==> src/rtl/serial_frame_ctrl_pkg.sv <==
// -----------------------------------------------------------------------------
// serial_frame_ctrl_pkg
//   Shared definitions for the serial frame controller and its consumers.
//   The MITM decision logic imports this package so that it decodes the
//   controller state and word_idx width consistently.
//   Contents:
//     ST_*        3-bit state encodings
//     state_t     controller state type built on those encodings
//     cnt_width() width of word_idx/word_count for a given MAX_WORDS
// -----------------------------------------------------------------------------
package serial_frame_ctrl_pkg;

    localparam logic [2:0] ST_IDLE  = 3'd0;
    localparam logic [2:0] ST_ARM   = 3'd1;
    localparam logic [2:0] ST_WAIT  = 3'd2;
    localparam logic [2:0] ST_FULL  = 3'd3;
    localparam logic [2:0] ST_ABORT = 3'd4;

    typedef enum logic [2:0] {
        IDLE  = ST_IDLE,
        ARM   = ST_ARM,
        WAIT  = ST_WAIT,
        FULL  = ST_FULL,
        ABORT = ST_ABORT
    } state_t;

    // word_count must be able to hold MAX_WORDS itself, hence the +1.
    function automatic int cnt_width(input int max_words);
        return $clog2(max_words + 1);
    endfunction

endpackage

==> src/rtl/serial_frame_ctrl.sv <==
// -----------------------------------------------------------------------------
// serial_frame_ctrl
//   Sequences an external serial read buffer to capture chip-select-framed
//   multi-word transfers. Re-arms the buffer once per word, forwards each
//   completed word with its index, and closes (frame_done) or aborts
//   (frame_aborted + buf_rst pulse) the frame when cs_n is released.
//
//   Ports:
//     sys_clk, rst      clock; asynchronous active-high reset
//     cs_n              chip select (active-low, already synchronized)
//     buf_busy          buffer is shifting bits
//     buf_data_ready    buffer holds a completed word (cleared on start)
//     buf_data          buffer parallel word
//     buf_start         one-cycle start pulse to the buffer
//     buf_rst           buffer reset: rst, or one-cycle pulse on abort
//     word_out/word_idx captured word and its position in the frame
//     word_valid        one-cycle strobe for word_out/word_idx
//     frame_done        one-cycle pulse on clean frame end
//     frame_aborted     one-cycle pulse when the frame ends mid-word
//     word_count        words captured; held after the frame ends
//     overflow          sticky: buffer activity after MAX_WORDS words
//     busy              high from frame start until done/abort
// -----------------------------------------------------------------------------
module serial_frame_ctrl
    import serial_frame_ctrl_pkg::*;
#(
    parameter  int WORD_SIZE = 8,
    parameter  int MAX_WORDS = 4,
    localparam int CNT_W     = cnt_width(MAX_WORDS)
) (
    input  logic                 sys_clk,
    input  logic                 rst,
    input  logic                 cs_n,
    input  logic                 buf_busy,
    input  logic                 buf_data_ready,
    input  logic [WORD_SIZE-1:0] buf_data,
    output logic                 buf_start,
    output logic                 buf_rst,
    output logic [WORD_SIZE-1:0] word_out,
    output logic                 word_valid,
    output logic [CNT_W-1:0]     word_idx,
    output logic                 frame_done,
    output logic                 frame_aborted,
    output logic [CNT_W-1:0]     word_count,
    output logic                 overflow,
    output logic                 busy
);

    localparam logic [CNT_W-1:0] MAX_CNT = CNT_W'(MAX_WORDS);

    state_t               state, state_nxt;
    logic                 buf_rst_pulse, buf_rst_pulse_nxt;
    logic                 buf_start_nxt;
    logic [WORD_SIZE-1:0] word_out_nxt;
    logic                 word_valid_nxt;
    logic [CNT_W-1:0]     word_idx_nxt;
    logic                 frame_done_nxt;
    logic                 frame_aborted_nxt;
    logic [CNT_W-1:0]     word_count_nxt;
    logic [CNT_W-1:0]     count_inc;
    logic                 overflow_nxt;
    logic                 busy_nxt;

    // The buffer must be reset together with this block, so the rst term
    // bypasses the register.
    assign buf_rst   = rst | buf_rst_pulse;
    assign count_inc = word_count + CNT_W'(1);

    always_ff @(posedge sys_clk or posedge rst) begin
        if (rst) begin
            state <= IDLE;
        end else begin
            state <= state_nxt;
        end
    end

    always_comb begin
        state_nxt         = state;
        buf_start_nxt     = 1'b0;
        buf_rst_pulse_nxt = 1'b0;
        word_out_nxt      = word_out;
        word_valid_nxt    = 1'b0;
        word_idx_nxt      = word_idx;
        frame_done_nxt    = 1'b0;
        frame_aborted_nxt = 1'b0;
        word_count_nxt    = word_count;
        overflow_nxt      = overflow;
        busy_nxt          = busy;

        case (state)
            IDLE: begin
                if (!cs_n) begin
                    word_count_nxt = '0;
                    overflow_nxt   = 1'b0;
                    busy_nxt       = 1'b1;
                    state_nxt      = ARM;
                end
            end

            ARM: begin
                if (cs_n) begin
                    // An empty frame closes silently.
                    frame_done_nxt = (word_count != '0);
                    busy_nxt       = 1'b0;
                    state_nxt      = IDLE;
                end else if (!buf_busy) begin
                    buf_start_nxt = 1'b1;
                    state_nxt     = WAIT;
                end
            end

            WAIT: begin
                if (buf_start) begin
                    // Start pulse is on the wire this cycle; data_ready may
                    // still be stale from the previous word, so ignore it.
                    state_nxt = WAIT;
                end else if (buf_data_ready) begin
                    // Accept even with cs_n high; ARM/FULL handles frame end.
                    word_out_nxt   = buf_data;
                    word_idx_nxt   = word_count;
                    word_valid_nxt = 1'b1;
                    word_count_nxt = count_inc;
                    state_nxt      = (count_inc == MAX_CNT) ? FULL : ARM;
                end else if (cs_n) begin
                    state_nxt = ABORT;
                end
            end

            ABORT: begin
                buf_rst_pulse_nxt = 1'b1;
                frame_aborted_nxt = 1'b1;
                busy_nxt          = 1'b0;
                state_nxt         = IDLE;
            end

            FULL: begin
                if (cs_n) begin
                    frame_done_nxt = 1'b1;
                    busy_nxt       = 1'b0;
                    state_nxt      = IDLE;
                end else if (buf_busy) begin
                    overflow_nxt = 1'b1;
                end
            end

            default: begin
                state_nxt = IDLE;
            end
        endcase
    end

    always_ff @(posedge sys_clk or posedge rst) begin
        if (rst) begin
            buf_start     <= 1'b0;
            buf_rst_pulse <= 1'b0;
            word_out      <= '0;
            word_valid    <= 1'b0;
            word_idx      <= '0;
            frame_done    <= 1'b0;
            frame_aborted <= 1'b0;
            word_count    <= '0;
            overflow      <= 1'b0;
            busy          <= 1'b0;
        end else begin
            buf_start     <= buf_start_nxt;
            buf_rst_pulse <= buf_rst_pulse_nxt;
            word_out      <= word_out_nxt;
            word_valid    <= word_valid_nxt;
            word_idx      <= word_idx_nxt;
            frame_done    <= frame_done_nxt;
            frame_aborted <= frame_aborted_nxt;
            word_count    <= word_count_nxt;
            overflow      <= overflow_nxt;
            busy          <= busy_nxt;
        end
    end

endmodule

==> config.mk <==
export PLATFORM = sky130hd
export DESIGN_NAME = serial_frame_ctrl
export DESIGN_NICKNAME = d
export VERILOG_FILES = /design/src/rtl/serial_frame_ctrl_pkg.sv /design/src/rtl/serial_frame_ctrl.sv
export SDC_FILE = /design/constraint.sdc
export NUM_CORES = 1
export LEC_CHECK = 0
export ABC_AREA = 1
export CORE_AREA = 2 2 52 58
export CTS_BUF_LIST = sky130_fd_sc_hd__clkbuf_4
export DETAILED_ROUTE_END_ITERATION = 8
export DIE_AREA = 0 0 54 60
export PLACE_DENSITY = 0.74
export SETUP_SLACK_MARGIN = 0.15
export SYNTH_ARGS = -nofsm -noshare
export SYNTH_HDL_FRONTEND = slang
export SYNTH_SLANG_ARGS = --single-unit
==> constraint.sdc <==
create_clock -name sys_clk -period 1.4 [get_ports sys_clk]
set_input_delay 0.14 -clock sys_clk [delete_from_list [all_inputs] [get_ports sys_clk]]
set_output_delay 0.14 -clock sys_clk [all_outputs]
set_load 0.02 [all_outputs]
==> impl_metrics.ini, run 1 <==
[cells_and_area]
final_util_pct = 57.1
nNetsFinal = 199
final_common_cell = nand2_1
mostFrequentLayoutCells = nand2_1, dfrtp_1, dlygate4sd2_1
final_cells = 215
layout-drive-gt1-share_pct = 18.7
final_design_area_no_fill_um2 = 1540
area_delta_synth_final_pct = 34.5
diodes = 0
fill_cells = 259

[grt]
grt_overflow_total = 0
grt_max_degree = 24
grt_usage_pct = 16.3
antenna_found_initial = 0
grt_pass1_wl_mm = 3.81
grt_pass1_vias = 891

[setup_path]
startpoint_type = flip-flop
worst-path-buf-inv = 2
crit_type = reg -> reg
end_kind = flip-flop
crit_chain = inv_2 > nand3_4 > nor2_4 > inv_2 > nand2_1 > o21ai_2
cp.arrival_ps = 1410
critical-path-max-stage-delay_ps = 480
worstPathMaxFanout = 12
cpMaxStageDelayCell = dfrtp_2
crit_top_cell = inv_2
critical_path_required_ps = 1600
cpLargestDelayFamily = flip-flops

[clock_tree]
clk_latency_ps = 300
cts_max_level = 1
cts_hold_buf = 0
cts-root-buf = clkbuf_4
numCtsBuffers = 3
cts_buffer_depth = 2
cts_tree = done
cts_sinks = 23
cts.clk_slew.worst_paths_ps = 120

[die]
die_x_um = 54
ios = 34
initial_core_util_pct = 42.5
core-area_um2 = 2700
fp-row-count = 20
dieArea_um2 = 3240
die_h_um = 60

[placement]
dp_cells = 209
gp_congestion = 0.892
dpl_cell_area_um2 = 1520
io_buffer_count = 33
dp_hpwl_mm = 1.81

[run_status]
status = complete, no violations

[detailed_routing]
drt-total-wl_mm = 2.38
vias_per_cell = 4.66
wl_met1_mm = 1.04
first_pass_iters = 4
wl_met3_um = 91
drt_iter0_drc = 29
wl_per_cell_um = 11.1
ant_nets = 0
route.vias.total = 1002
drcViolationCount = 0
met2_length_mm = 1.19
highest_layer = met4

[sta]
slew_headroom_pct = 81.1
min_period_over_period_pct = 86.4
hold_violations = 0
rsz0062_at_grt = true
finClkSkew_ps = 5.31
slew_violations = 0
max_freq_mhz = 827
tightest_slew_ps = 284
setup_viol = 0
setup_tns_ps = 0
fin_crit_ps = 1210

[logic_synthesis]
synth_seq_cells = 23
netlist_area_um2 = 1150
avgSynthCellArea_um2 = 8.14
yosysWarnings = 0
syn_inst = 141
synth_nets = 157
ys_seq_area_share_pct = 50.2
ys_types = 24

[job]
drv_cap = 0

[pwr]
powerDensity_nw_per_um2 = 1650
ir_drop_uv = 906
p_leak_nw = 0.848

[min_path]
hold_class = in -> async
## metrics by stage
step                hold WS (ps)  total power [mW]  setup WS, ps
floorplan                    142              1.84           237
finish                       198              2.54           191
global placement             454              2.30         -92.8
CTS                          192              2.51           113
detailed placement           461              2.34         -98.0
global route                 225              2.74           118
## cell usage after synthesis, drive strengths merged
| master | count | area share, % |
|---|---|---|
| o211ai | 1 | 0.65 |
| dfrtp | 23 | 50 |
| o21ai | 7 | 4.0 |
| o21a | 1 | 0.65 |
| buf | 2 | 1.6 |
| nor2 | 14 | 5.7 |
| clkbuf | 1 | 1.2 |
| nand2 | 60 | 20 |
| nor3 | 1 | 0.44 |
| or2 | 1 | 0.55 |
| nand3 | 6 | 3.7 |
| inv | 16 | 5.2 |
| nand3b | 2 | 1.3 |
| a21oi | 2 | 0.87 |
| nand4 | 1 | 0.55 |
| ha | 3 | 3.3 |
## sequential cells by signal, indices dropped and copies added, names as in the netlist
name,flops
word_count,3
overflow,1
word_out,8
buf_rst_pulse,1
busy,1
buf_start,1
frame_done,1
word_idx,3
word_valid,1
state,3
## routing by layer
layer  track usage, %  vias up
met5                0        -
met4             9.64        0
met3             1.75        4
met2             26.7       21
met1             20.6      455
li1                 -      522
## cell families (layout without fill, tap and decap cells)
family,after synthesis,after routing,share of synthesized area [%]
simple gates,85,85,32.3
buf+inv,19,60,8.07
flops,23,23,50.2
fa+ha+maj,3,3,3.27
compound gates,11,11,6.22
## where the power goes
part	internal [mW]	total (mW)	switching, mW	leakage [nW]
Combinational	0.472	1.22	0.746	0.536
Sequential	0.877	1.03	0.155	0.295
Clock	0.106	0.295	0.188	0.0177
Total	1.46	2.54	1.09	0.848
## final cells by class
| type | instances | area [µm²] | share of cell area, % |
|---|---|---|---|
| clock buffer | 3 | 22.5 | 1.46 |
| tap | 33 | 41.3 | 2.68 |
| clock inverter | 1 | 5.00 | 0.324 |
| timing repair buffer | 40 | 349 | 22.6 |
| inverter | 16 | 60.1 | 3.89 |
| multi-input combinational | 99 | 484 | 31.4 |
| sequential | 23 | 581 | 37.6 |
## timing repair
action / in CTS / in global routing
endpoints found under the setup margin: 35 / 23
resized for setup: 27 / 14
pin swaps: 0 / 1
buffers inserted: 0 / 2
## worst register-to-register path, cell delays in order (launching register included)
cell	delay, ps
dfrtp_2	480
inv_2	100
nand3_4	110
nor2_4	150
inv_2	130
nand2_1	100
o21ai_2	50
## path summary, 6_finish.rpt
kind | from | endpoint | slack [ps] | cells after the start
worst max-delay path | state[0]$_DFFE_PP0P_ | word_idx[2]$_DFFE_PP0P_ | 190 | 6
worst min-delay path | rst | word_idx[1]$_DFFE_PP0P_ | 200 | 3
worst max register to register | state[0]$_DFFE_PP0P_ | word_idx[2]$_DFFE_PP0P_ | 190 | 6
worst min register to register | word_out[0]$_DFFE_PP0P_ | word_out[0]$_DFFE_PP0P_ | 480 | 2
max in group asynchronous | rst | state[0]$_DFFE_PP0P_ | 960 | 3
min in group sys_clk | buf_data[2] | word_out[2]$_DFFE_PP0P_ | 360 | 3
Note: power is estimated with default switching activity, not from simulation.
==> run 2: changes to the inputs <==
--- a/config.mk
+++ b/config.mk
@@ -11,6 +11,7 @@
 export DETAILED_ROUTE_END_ITERATION = 8
 export DIE_AREA = 0 0 54 60
 export PLACE_DENSITY = 0.74
+export REMOVE_ABC_BUFFERS = 1
 export SETUP_SLACK_MARGIN = 0.15
 export SYNTH_ARGS = -nofsm -noshare
 export SYNTH_HDL_FRONTEND = slang
==> run 2 against run 1 <==
Combinational power barely moved; final area rose by 1.1%; clock-buffer cell count did not move; cell count rose by 0.47%; register-to-register slack barely moved; non-clock buffer count rose by 1; sequential cell count did not move; largest power group unchanged.
==> impl_metrics.ini, run 2 (synthesized netlist as in run 1, its figures left out) <==
[setup_path]
crit_chain = inv_2 > nand3_4 > o21ai_2 > nand2_2 > nand2_1 > nand2_1
path_depth = 6
crit_top_cell = nand2_1
end_kind = flip-flop
crit_type = reg -> reg
worstPathMaxFanout = 6
cp.arrival_ps = 1420
cpLargestDelayFamily = flip-flops
reg2reg_depth = 6
critical_path_required_ps = 1610
critical-path-max-stage-delay_ps = 490
worst-path-buf-inv = 1
cpMaxStageDelayCell = dfrtp_2
startpoint_type = flip-flop

[sta]
slew_headroom_pct = 81.2
slew_violations = 0
setup_viol = 0
layout_setup_ws_ps = 197
fin_crit_ps = 1200
hold_violations = 0
finClkSkew_ps = 7.98
rsz0062_at_grt = true
min_period_over_period_pct = 85.9
max_freq_mhz = 832
tightest_slew_ps = 282

[clock_tree]
cts_sinks = 23
clk_latency_ps = 310
numCtsBuffers = 3
cts-root-buf = clkbuf_4
cts_tree = done
cts_hold_buf = 0
cts_max_level = 1
cts_buffer_depth = 2
cts.clk_slew.worst_paths_ps = 130

[grt]
antenna_found_initial = 0
grt_usage_pct = 16.3
grt_max_degree = 24
grt_pass1_vias = 963
grt_overflow_total = 0
grt_pass1_wl_mm = 3.91

[detailed_routing]
met2_length_mm = 1.26
first_pass_iters = 4
route.vias.total = 1021
drt_iter0_drc = 28
wl_met1_mm = 1.00
wl_met3_um = 90
drcViolationCount = 0
drt-total-wl_mm = 2.38
highest_layer = met4
vias_per_cell = 4.73
ant_nets = 0
wl_per_cell_um = 11.0

[cells_and_area]
nNetsFinal = 200
largest_reg_flops = 8
regMostFlops = word_out
area_delta_synth_final_pct = 35.9
final_util_pct = 57.7
layout-drive-gt1-share_pct = 18.0
final_common_cell = nand2_1
diodes = 0
mostFrequentLayoutCells = nand2_1, dfrtp_1, dlygate4sd2_1

[min_path]
hold_class = in -> async

[die]
core-area_um2 = 2700
die_x_um = 54
dieArea_um2 = 3240
die_h_um = 60
ios = 34
fp-row-count = 20
initial_core_util_pct = 42.5

[job]
drv_cap = 0

[placement]
gp_congestion = 0.865
preCtsSetupSlack_ps = -106
dp_hpwl_mm = 1.85
io_buffer_count = 33

[run_status]
status = complete, no violations

[pwr]
ir_drop_uv = 731
powerDensity_nw_per_um2 = 1640
p_leak_nw = 0.856
==> run 2: cell count changes in the layout (fill, tap and decap cells not counted) <==
cell / before / now
clkdlybuf4s15_1: 1 / 2
dfrtp_1: 19 / 20
dfrtp_2: 4 / 3
inv_2: 4 / 3
inv_4: 0 / 1
nor2_2: 3 / 2
nor2_4: 1 / 2
o21ai_0: 2 / 3
o21ai_1: 2 / 1
==> run 2: stage by stage <==
step / TNS, ps / hold WS [ps] / std cells / instance area [µm²] / total power, mW
2_1_floorplan: 0 / 142 / 138 / 1110 / 1.79
3_5_place_dp: -106 / 459 / 210 / 1530 / 2.34
5_1_grt: 0 / 237 / 216 / 1560 / 2.77
4_1_cts: 0 / 186 / 214 / 1530 / 2.51
6_report: 0 / 187 / 216 / 1560 / 2.55
3_3_place_gp: -89.8 / 452 / 210 / 1530 / 2.31
==> run 2: path summary, 6_finish.rpt <==
kind	startpoint	endpoint	slack, ps
worst min-delay path	rst	word_out[1]$_DFFE_PP0P_	190
worst max-delay path	state[0]$_DFFE_PP0P_	word_count[0]$_DFFE_PP0P_	200
min in group sys_clk	buf_data[4]	word_out[4]$_DFFE_PP0P_	360
worst max register to register	state[0]$_DFFE_PP0P_	word_count[0]$_DFFE_PP0P_	200
worst min register to register	overflow$_DFFE_PP0P_	overflow$_DFFE_PP0P_	480
max in group asynchronous	rst	state[0]$_DFFE_PP0P_	970
==> run 2: layer usage <==
metal  global-route usage, %  vias to the layer above
met5                       0                        -
met4                    7.50                        0
met3                    1.50                        2
met2                    28.7                       24
met1                    19.6                      477
li1                        -                      518
==> run 2: repair_timing <==
action	in CTS	in global routing
resized for setup	27	13
pin swaps	0	1
endpoints found under the setup margin	27	22
setup buffers	0	2
==> run 2: layout make-up <==
type	count	area [µm²]
Fill cell	272	1140
Sequential cell	23	579
Multi-Input combinational cell	99	489
Timing Repair Buffer	41	359
Inverter	16	62.6
Tap cell	33	41.3
Clock buffer	3	22.5
Clock inverter	1	5.00
==> run 2: where the power goes <==
part           switching, mW  internal [mW]  total (mW)
Combinational          0.744          0.474        1.22
Sequential             0.162          0.876        1.04
Clock                  0.192          0.107       0.298
Total                   1.10           1.46        2.55
==> run 2: worst register-to-register path: stages (launching register included) <==
cell and delay, ps:
dfrtp_2 490, inv_2 100, nand3_4 110, o21ai_2 200, nand2_2 110, nand2_1 70, nand2_1 50
